### src/rtl/instruction_issue.sv
// instruction_issue: nRisc front end. Fetches a two-byte instruction,
// decodes it into operation/reg_a/reg_b/data, and offers it to the
// register-file stage over a valid/ready handshake.
// Branch redirects restart the fetch at a new pc.
// Define ISSUE_HAZARD_STALL_EN to build the single-entry writeback
// scoreboard and the STALL state. Together they hold back an instruction
// that reads a register still being written.
module instruction_issue #(
  parameter int unsigned           ADDR_WIDTH = 8,
  parameter logic [ADDR_WIDTH-1:0] RESET_PC   = '0,
  parameter int unsigned           WB_LATENCY = 3
) (
  input  logic                  clock,
  input  logic                  reset_n,
  output logic [ADDR_WIDTH-1:0] imem_addr,
  input  logic [7:0]            imem_data,
  output logic [2:0]            operation,
  output logic [2:0]            reg_a,
  output logic [2:0]            reg_b,
  output logic [7:0]            data,
  output logic                  issue_valid,
  input  logic                  issue_ready,
  input  logic                  redirect_valid,
  input  logic [ADDR_WIDTH-1:0] redirect_target
);

  localparam logic [2:0] OpLi  = 3'b011;
  localparam logic [2:0] OpSw  = 3'b100;
  localparam logic [2:0] OpBeq = 3'b110;
  localparam logic [2:0] OpBnz = 3'b111;

  typedef enum logic [2:0] {
    StFetch0,
    StFetch1,
    StFetch2,
    StStall,
    StIssue
  } state_e;

  state_e                  state_q, state_d;
  logic [ADDR_WIDTH-1:0]   pc_q, pc_d;
  logic [ADDR_WIDTH-1:0]   imem_addr_q, imem_addr_d;
  logic [5:0]              byte0_q, byte0_d;   // byte0[7:2]; [1:0] carry no meaning
  logic [2:0]              operation_q, operation_d;
  logic [2:0]              reg_a_q, reg_a_d;
  logic [2:0]              reg_b_q, reg_b_d;
  logic [7:0]              data_q, data_d;
  logic                    issue_valid_q, issue_valid_d;

  logic                    handshake;
  logic                    hazard;

  // Decoded fields of the instruction completing in FETCH2 (byte1 arrives now).
  logic [2:0]              dec_op, dec_ra, dec_rb;

  assign dec_op    = byte0_q[5:3];
  assign dec_ra    = byte0_q[2:0];
  assign dec_rb    = imem_data[7:5];
  assign handshake = (state_q == StIssue) && issue_ready;

`ifdef ISSUE_HAZARD_STALL_EN
  localparam int unsigned CntW = (WB_LATENCY == 0) ? 1 : $clog2(WB_LATENCY + 1);

  logic [CntW-1:0] cnt_q, cnt_d;
  logic [2:0]      dest_q, dest_d;
  logic [2:0]      chk_op, chk_ra, chk_rb;

  // FETCH2 checks the instruction being decoded; STALL re-checks the held one.
  assign chk_op = (state_q == StFetch2) ? dec_op : operation_q;
  assign chk_ra = (state_q == StFetch2) ? dec_ra : reg_a_q;
  assign chk_rb = (state_q == StFetch2) ? dec_rb : reg_b_q;

  assign hazard = (cnt_q != '0) && (chk_op != OpLi) &&
                  ((chk_ra == dest_q) || (chk_rb == dest_q));

  // Scoreboard: count down the pending writeback, reload on a writing issue.
  always_comb begin
    cnt_d  = cnt_q;
    dest_d = dest_q;
    if (cnt_q != '0) begin
      cnt_d = cnt_q - CntW'(1);
    end
    if (handshake && (operation_q != OpSw) && (operation_q != OpBnz)) begin
      dest_d = (operation_q == OpBeq) ? 3'b001 : reg_a_q;
      cnt_d  = CntW'(WB_LATENCY);
    end
  end

  // Scoreboard registers; redirects leave them untouched.
  always_ff @(posedge clock or negedge reset_n) begin
    if (!reset_n) begin
      cnt_q  <= '0;
      dest_q <= '0;
    end else begin
      cnt_q  <= cnt_d;
      dest_q <= dest_d;
    end
  end
`else
  logic [31:0] unused_wb_latency;

  assign unused_wb_latency = WB_LATENCY;
  assign hazard            = 1'b0;
`endif

  // Next-state and next-output logic for the fetch/decode/issue sequencer.
  always_comb begin
    state_d       = state_q;
    pc_d          = pc_q;
    imem_addr_d   = imem_addr_q;
    byte0_d       = byte0_q;
    operation_d   = operation_q;
    reg_a_d       = reg_a_q;
    reg_b_d       = reg_b_q;
    data_d        = data_q;
    issue_valid_d = issue_valid_q;

    case (state_q)
      StFetch0: begin
        // pc is being read now; present pc+1 so byte1 lands in FETCH2.
        imem_addr_d = pc_q + ADDR_WIDTH'(1);
        state_d     = StFetch1;
      end
      StFetch1: begin
        byte0_d = imem_data[7:2];
        state_d = StFetch2;
      end
      StFetch2: begin
        operation_d = dec_op;
        reg_a_d     = dec_ra;
        reg_b_d     = dec_rb;
        data_d      = imem_data;
        if (hazard) begin
          state_d       = StStall;
          issue_valid_d = 1'b0;
        end else begin
          state_d       = StIssue;
          issue_valid_d = 1'b1;
        end
      end
`ifdef ISSUE_HAZARD_STALL_EN
      StStall: begin
        if (!hazard) begin
          state_d       = StIssue;
          issue_valid_d = 1'b1;
        end
      end
`endif
      StIssue: begin
        if (handshake) begin
          issue_valid_d = 1'b0;
          pc_d          = pc_q + ADDR_WIDTH'(2);
          imem_addr_d   = pc_q + ADDR_WIDTH'(2);
          state_d       = StFetch0;
        end
      end
      default: begin
        issue_valid_d = 1'b0;
        state_d       = StFetch0;
      end
    endcase

    // A taken branch overrides everything, including pc+2 from a handshake.
    if (redirect_valid) begin
      pc_d          = redirect_target;
      imem_addr_d   = redirect_target;
      issue_valid_d = 1'b0;
      state_d       = StFetch0;
    end
  end

  // State and registered outputs.
  always_ff @(posedge clock or negedge reset_n) begin
    if (!reset_n) begin
      state_q       <= StFetch0;
      pc_q          <= RESET_PC;
      imem_addr_q   <= RESET_PC;
      byte0_q       <= '0;
      operation_q   <= '0;
      reg_a_q       <= '0;
      reg_b_q       <= '0;
      data_q        <= '0;
      issue_valid_q <= 1'b0;
    end else begin
      state_q       <= state_d;
      pc_q          <= pc_d;
      imem_addr_q   <= imem_addr_d;
      byte0_q       <= byte0_d;
      operation_q   <= operation_d;
      reg_a_q       <= reg_a_d;
      reg_b_q       <= reg_b_d;
      data_q        <= data_d;
      issue_valid_q <= issue_valid_d;
    end
  end

  assign imem_addr   = imem_addr_q;
  assign operation   = operation_q;
  assign reg_a       = reg_a_q;
  assign reg_b       = reg_b_q;
  assign data        = data_q;
  assign issue_valid = issue_valid_q;

endmodule
### config.mk
export PLATFORM = sky130hd
export DESIGN_NAME = instruction_issue
export DESIGN_NICKNAME = d
export VERILOG_FILES = /design/src/rtl/instruction_issue.sv
export SDC_FILE = /design/constraint.sdc
export NUM_CORES = 1
export LEC_CHECK = 0
export ABC_AREA = 1
export CORE_MARGIN = 4
export CORE_UTILIZATION = 50
export CTS_BUF_LIST = sky130_fd_sc_hd__clkbuf_4 sky130_fd_sc_hd__clkbuf_8 sky130_fd_sc_hd__clkbuf_16
export DETAILED_ROUTE_END_ITERATION = 12
export PLACE_DENSITY_LB_ADDON = 0.05
export SLEW_MARGIN = 40
export SYNTH_ARGS = -nofsm -noshare
export SYNTH_HDL_FRONTEND = slang
export SYNTH_SLANG_ARGS = --single-unit
### constraint.sdc
create_clock -name clock -period 1.6 [get_ports clock]
set_clock_uncertainty 0.05 [all_clocks]
set_input_delay 0.16 -clock clock [delete_from_list [all_inputs] [get_ports clock]]
set_output_delay 0.16 -clock clock [all_outputs]
set_load 0.01 [all_outputs]
==> results of run 1 <==
-- report_power, final --
group          internal (uW)  total [uW]  switching (uW)
sequential              1280        1460             179
clock                    345         692             347
combinational            649        1130             479
-- synth_stat cells --
master	number	area (um2)
ha_1	3	37.5
o211ai_1	4	30.0
dfrtp_1	40	1000
nor2_8	1	20.0
xnor2_1	3	26.3
nand2_2	3	18.8
nand2_1	64	240
nand4_1	1	6.26
a21oi_1	7	35.0
a31oi_1	1	6.26
buf_6	1	11.3
mux2_2	8	90.1
nor2_2	2	12.5
nor2_1	14	52.6
nand3_1	18	90.1
inv_1	20	75.1
o21ai_0	24	120
nand3b_4	1	20.0
buf_4	5	37.5
inv_2	3	11.3
buf_2	1	5.00
clkbuf_1	3	11.3
o21ai_4	1	16.3
o21bai_1	1	7.51
a21boi_0	1	7.51
xor2_1	2	17.5
-- metal layers --
metal  part of all wire [%]  wire, um  up-vias  track usage, %
met2                     47      2090       46            31.1
met5                      0         0        -               0
met4                    1.7        76        0            5.64
met3                    6.4       284        8            5.61
li1                       -         -      847               -
met1                     44      1970      767            25.2
-- worst register-to-register path, cell delays in order (launching register included) --
cell	delay (ns)
dfrtp_1	0.48
ha_1	0.28
xnor2_1	0.21
a21oi_1	0.08
o21ai_0	0.07
nand2_1	0.10
nand2_1	0.07
nand2_1	0.05
-- flip-flops by register name, indices dropped and copies added (netlist names) --
| name | count |
|---|---|
| state_q | 3 |
| reg_a | 3 |
| reg_b | 3 |
| imem_addr | 8 |
| pc_q | 8 |
| byte0_q | 6 |
| data | 5 |
| operation | 3 |
| issue_valid | 1 |
-- per-stage QoR --
step	hold WS [ns]	setup WS (ns)	utilization (%)
final	0.287	0.111	70.3
after global routing	0.329	0.00713	70.3
after CTS	0.297	0.0867	70.0
after detailed placement	0.0855	0.0398	67.3
after global placement	0.0856	0.0885	67.3
after floorplan	-0.186	0.294	-
-- final cells by class --
cell class,count,area share (%)
Clock buffer,7,3.16
Clock inverter,1,0.330
Inverter,23,3.26
Multi-Input combinational cell,159,32.3
Sequential cell,40,37.8
Tap cell,48,2.27
Timing Repair Buffer,54,20.9
-- layout by cell type, fill, tap and decap left out, drive strengths merged --
cell type      synthesis  routed
nand2                 67      67
a31oi                  1       1
mux2                   8       8
o21bai                 1       1
ha                     3       3
xnor2                  3       3
o211ai                 4       4
nand4                  1       1
clkdlybuf4s50          0      44
inv                   23      23
clkinv                 0       1
nand3                 18      18
nor2                  17      17
o21ai                 25      25
dfrtp                 40      40
a21boi                 1       1
xor2                   2       2
nand3b                 1       1
dlygate4sd3            0       1
buf                    7       9
clkbuf                 3       7
a21oi                  7       7
-- repair_timing --
item	CTS	global route
buffers inserted	0	1
endpoints found under the setup margin	0	4
endpoints found under the hold margin	18	0
hold buffers	1	0
resized for setup	0	2
-- kinds of logic after synthesis --
group / synth area share (%)
multiplexers: 4.49
AO/OA/AOI/OAI: 11.1
flip-flops: 49.9
adder cells (fa/ha/maj): 1.87
AND/OR/NAND/NOR: 22.9
XOR/XNOR: 2.18
buffers and inverters: 7.54
-- path summary, 6_finish.rpt --
path / from / cells past startpoint / endpoint
setup / recovery: pc_q[1]$_DFFE_PN0P_ / 7 / imem_addr[3]$_DFFE_PN0P_
hold / removal: reset_n / 2 / pc_q[6]$_DFFE_PN0P_
setup reg to reg: pc_q[1]$_DFFE_PN0P_ / 7 / imem_addr[3]$_DFFE_PN0P_
hold reg to reg: imem_addr[2]$_DFFE_PN0P_ / 2 / imem_addr[2]$_DFFE_PN0P_
max in group asynchronous: reset_n / 3 / pc_q[3]$_DFFE_PN0P_
min in group clock: imem_data[6] / 3 / byte0_q[4]$_DFFE_PN0N_
==> impl_metrics.yaml, run 1 <==
timing:
  max-slew-margin-rel_pct: 70.0
  setup-violations-final: 0
  tns_ns: 0
  period_share_pct: 93.0
  drv_slew: 0
  rsz0062_at_grt: "no"
  max_clock_freq_mhz: 672
  hold_violations: 0
  tightest_slew_ns: 0.450
  period_minus_slack_ns: 1.49
floorplanning:
  initial_utilization_pct: 53.2
  fp.dieH_um: 71.4
  num_rows: 22
  core-area_um2: 3770
  die_width_um: 71.4
  dieArea_um2: 5090
  io_pins: 46
setup_path:
  required_ns: 1.74
  criticalPathCategory: "reg2reg"
  cp_cell_sequence: "ha_1 > xnor2_1 > a21oi_1 > o21ai_0 > nand2_1 > nand2_1 > nand2_1"
  crit_family: "flip-flops"
  crit_slowest_cell: "dfrtp_1"
  reg2reg_slack_ns: 0.11
  critPathBufInv: 0
  crit_top_cell: "nand2_1"
  slowest_delay_ns: 0.48
  end_kind: "flop"
  cp-start-kind: "flop"
  cp_data_arrival_time_ns: 1.63
  worst-path-max-fanout: 7
routing:
  wl_um: 4420
  vias_per_cell: 5.02
  num_vias: 1668
  wl_per_cell_um: 13.3
  first_pass_iters: 4
  drc: 0
  detail-route-antenna-nets: 0
  drtIter0Drc: 139
finish:
  fill_cells: 322
  layout.nets: 306
  drive_gt1_share_pct: 13.4
  multi_input_area_um2: 857
  final_cells: 332
  final-seq-area_um2: 1000
  stdcell_area_um2: 2650
  synthToLayoutAreaGrowth_pct: 32.1
  diodes: 0
synthesis:
  ys_ff_latch: 40
  netlist_instances: 232
  syn_avg_cell_area_um2: 8.65
  syn_area_um2: 2010
  synth_nets: 255
  synth.distinct_cells: 26
  ys_seq_area_share_pct: 49.9
  synth_warnings: 0
pwr:
  finalPower_uw: 3280
  p_leak_uw: 0.00128
  peakVddDrop_mv: 0.721
  powerDensity_nw_per_um2: 1240
placed_design:
  portBuffers: 45
  place_area_um2: 2540
  gp_congestion: 0.827
  dpl.hpwl_um: 3280
  dp.cells: 322
clock_tree:
  clk_latency_ns: 0.29
  tritoncts: "yes"
  htree_levels: 2
  clockBufferDepth: 2
  clkTransAtPathRegs_ns: 0.08
  cts-root-buf: "clkbuf_8"
  cts.sinks: 40
  numCtsBuffers: 5
global_routing:
  grt-ovfl-total: 0
  grt_pass1_vias: 1668
  grt_pass1_wl_um: 7770
  grt_use_total_pct: 19.3
  grt_max_degree: 23
  antenna_found_initial: 0
flow_run:
  maxCapViolCount: 0
outcome:
  status: "finished, final reports clean"
hold_path:
  hold_path.class: "in2async"
(Power assumes the default switching activity.)
==> run 2, diff against run 1 <==
--- a/config.mk
+++ b/config.mk
@@ -6,10 +6,13 @@
 export NUM_CORES = 1
 export LEC_CHECK = 0
 export ABC_AREA = 1
+export ABC_CLOCK_PERIOD_IN_PS = 1600
 export CORE_MARGIN = 4
 export CORE_UTILIZATION = 50
 export CTS_BUF_LIST = sky130_fd_sc_hd__clkbuf_4 sky130_fd_sc_hd__clkbuf_8 sky130_fd_sc_hd__clkbuf_16
+export CTS_CLUSTER_DIAMETER = 150
 export DETAILED_ROUTE_END_ITERATION = 12
+export GPL_TIMING_DRIVEN = 0
 export PLACE_DENSITY_LB_ADDON = 0.05
 export SLEW_MARGIN = 40
 export SYNTH_ARGS = -nofsm -noshare
==> run 2 against run 1 <==
Effect of this change: worst setup slack got worse by 0.027 ns; non-clock buffer count rose by 4; critical endpoint is now reg_b[2]; utilization rose by 0.43 points; register-to-register slack improved by 0.03 ns; die area did not move; via count rose by 3.1%; highest routed layer unchanged; largest power group unchanged; final area rose by 0.61%; total power rose by 6.1%.
==> impl_metrics.yaml, run 2 (synthesis results as in run 1) <==
finish:
  drive_gt1_share_pct: 13.9
  synthToLayoutAreaGrowth_pct: 32.9
  fin_util_pct: 70.7
  fill_cells: 314
  final_common_cell: "nand2_1"
  layout.nets: 310
  most-common-layout-cells: "64 x nand2_1, 43 x clkdlybuf4s50_1, 39 x dfrtp_1"
  diodes: 0
timing:
  hold_violations: 0
  tns_ns: 0
  tightest_slew_ns: 0.498
  setup-violations-final: 0
  drv_slew: 0
  period_minus_slack_ns: 1.52
  hold_slack_ns: 0.156
  period_share_pct: 94.7
  max-slew-margin-rel_pct: 66.8
  rsz0062_at_grt: "no"
  max_clock_freq_mhz: 660
routing:
  wl_per_cell_um: 13.3
  first_pass_iters: 4
  drtIter0Drc: 113
  wl_um: 4460
  vias_per_cell: 5.12
  num_vias: 1719
  drc: 0
  detail-route-antenna-nets: 0
floorplanning:
  die_width_um: 71.4
  dieArea_um2: 5090
  io_pins: 46
  fp.dieH_um: 71.4
  initial_utilization_pct: 53.2
  num_rows: 22
  core-area_um2: 3770
pwr:
  switching_share_pct: 29.2
  clock_power_share_pct: 24.7
  powerDensity_nw_per_um2: 1300
  seqPwrFrac_pct: 41.8
  power.internal_uw: 2460
  p_leak_uw: 0.00129
  power.switching_uw: 1010
  comb_power_share_pct: 33.5
  peakVddDrop_mv: 0.734
setup_path:
  endpoint: "reg_b[2]"
  required_ns: 1.39
  cp_data_arrival_time_ns: 1.31
  r2r-start: "state_q[0]$_DFFE_PN0P_"
  cp-startpoint: "reg_b[2]$_DFFE_PN0N_"
  cp-start-kind: "flop"
  rr_worst_depth: 5
  r2r_end: "imem_addr[0]$_DFFE_PN0P_"
  criticalPathCategory: "reg2out"
  worst-path-max-fanout: 3
  end_kind: "primary output"
  reg2reg_slack_ns: 0.14
global_routing:
  grt_pass1_wl_um: 7740
  grt_max_degree: 41
  grt_pass1_vias: 1761
  grt-ovfl-total: 0
  antenna_found_initial: 0
  grt_use_total_pct: 19.2
hold_path:
  hold_path.class: "in2reg"
placed_design:
  portBuffers: 44
  dpl.hpwl_um: 3220
  gp_congestion: 0.829
clock_tree:
  clockBufferDepth: 2
  numCtsBuffers: 5
  htree_levels: 2
  clk_latency_ns: 0.29
  tritoncts: "yes"
  cts.sinks: 40
  cts-root-buf: "clkbuf_8"
  clkTransAtPathRegs_ns: 0.08
flow_run:
  maxCapViolCount: 0
outcome:
  status: "finished, final reports clean"
==> run 2: cell type report <==
class	instances	area, um2	share of cell area [%]
buffer	10	65.1	2.44
tap	48	60.1	2.25
clock inverter	2	38.8	1.45
clock buffer	6	82.6	3.10
timing repair buffer	48	470	17.6
multi-input combinational	159	862	32.3
sequential	40	1000	37.6
inverter	23	86.3	3.24
==> run 2: metal layers <==
layer	wire, um	share of wire (%)	global-route usage [%]	vias up
met5	0	0	0	-
met4	76	1.7	7.10	0
met3	316	7.1	6.03	10
met2	2140	48	31.0	58
met1	1930	43	24.0	791
li1	-	-	-	860
==> run 2: worst min-delay path by stage <==
stage | from | endpoint | slack (ns) | cells past startpoint
global route | redirect_valid | pc_q[5]$_DFFE_PN0P_ | 0.15 | 3
detailed placement | reset_n | pc_q[1]$_DFFE_PN0P_ | 0.11 | 1
global placement | byte0_q[5]$_DFFE_PN0N_ | byte0_q[5]$_DFFE_PN0N_ | 0.41 | 2
finish | redirect_valid | pc_q[5]$_DFFE_PN0P_ | 0.16 | 3
floorplan | reset_n | byte0_q[0]$_DFFE_PN0N_ | -0.19 | 0
CTS | redirect_valid | pc_q[5]$_DFFE_PN0P_ | 0.15 | 3
==> run 2: timing repair <==
| action | in CTS | in global routing |
|---|---|---|
| gates resized for setup | 0 | 2 |
| setup buffers | 0 | 3 |
| hold buffers | 1 | 0 |
| endpoints found under the hold margin | 40 | 0 |
| endpoints found under the setup margin | 0 | 4 |
==> run 2: power groups by stage <==
stage	Sequential [uW]	Clock [uW]	Combinational (uW)
after global placement	1460	0	1150
after CTS	1450	883	1170
after detailed placement	1460	0	1160
after global routing	1490	916	1280
final	1450	859	1160
after floorplan	1540	0	459
==> run 2: critical path, stage by stage, from the launching register on <==
cell	delay (ns)
dfrtp_1	0.38
buf_4	0.11
clkdlybuf4s50_1	0.52
==> run 2: metrics by stage <==
stage / worst slack [ns] / area [um2] / total power, uW / cells
global placement: -0.657 / 2510 / 2610 / 324
finish: 0.0844 / 2670 / 3480 / 336
CTS: 0.0586 / 2640 / 3510 / 333
global route: 0.00296 / 2670 / 3690 / 336
floorplan: 0.294 / 2010 / 2000 / 232
detailed placement: 0.0631 / 2500 / 2630 / 324
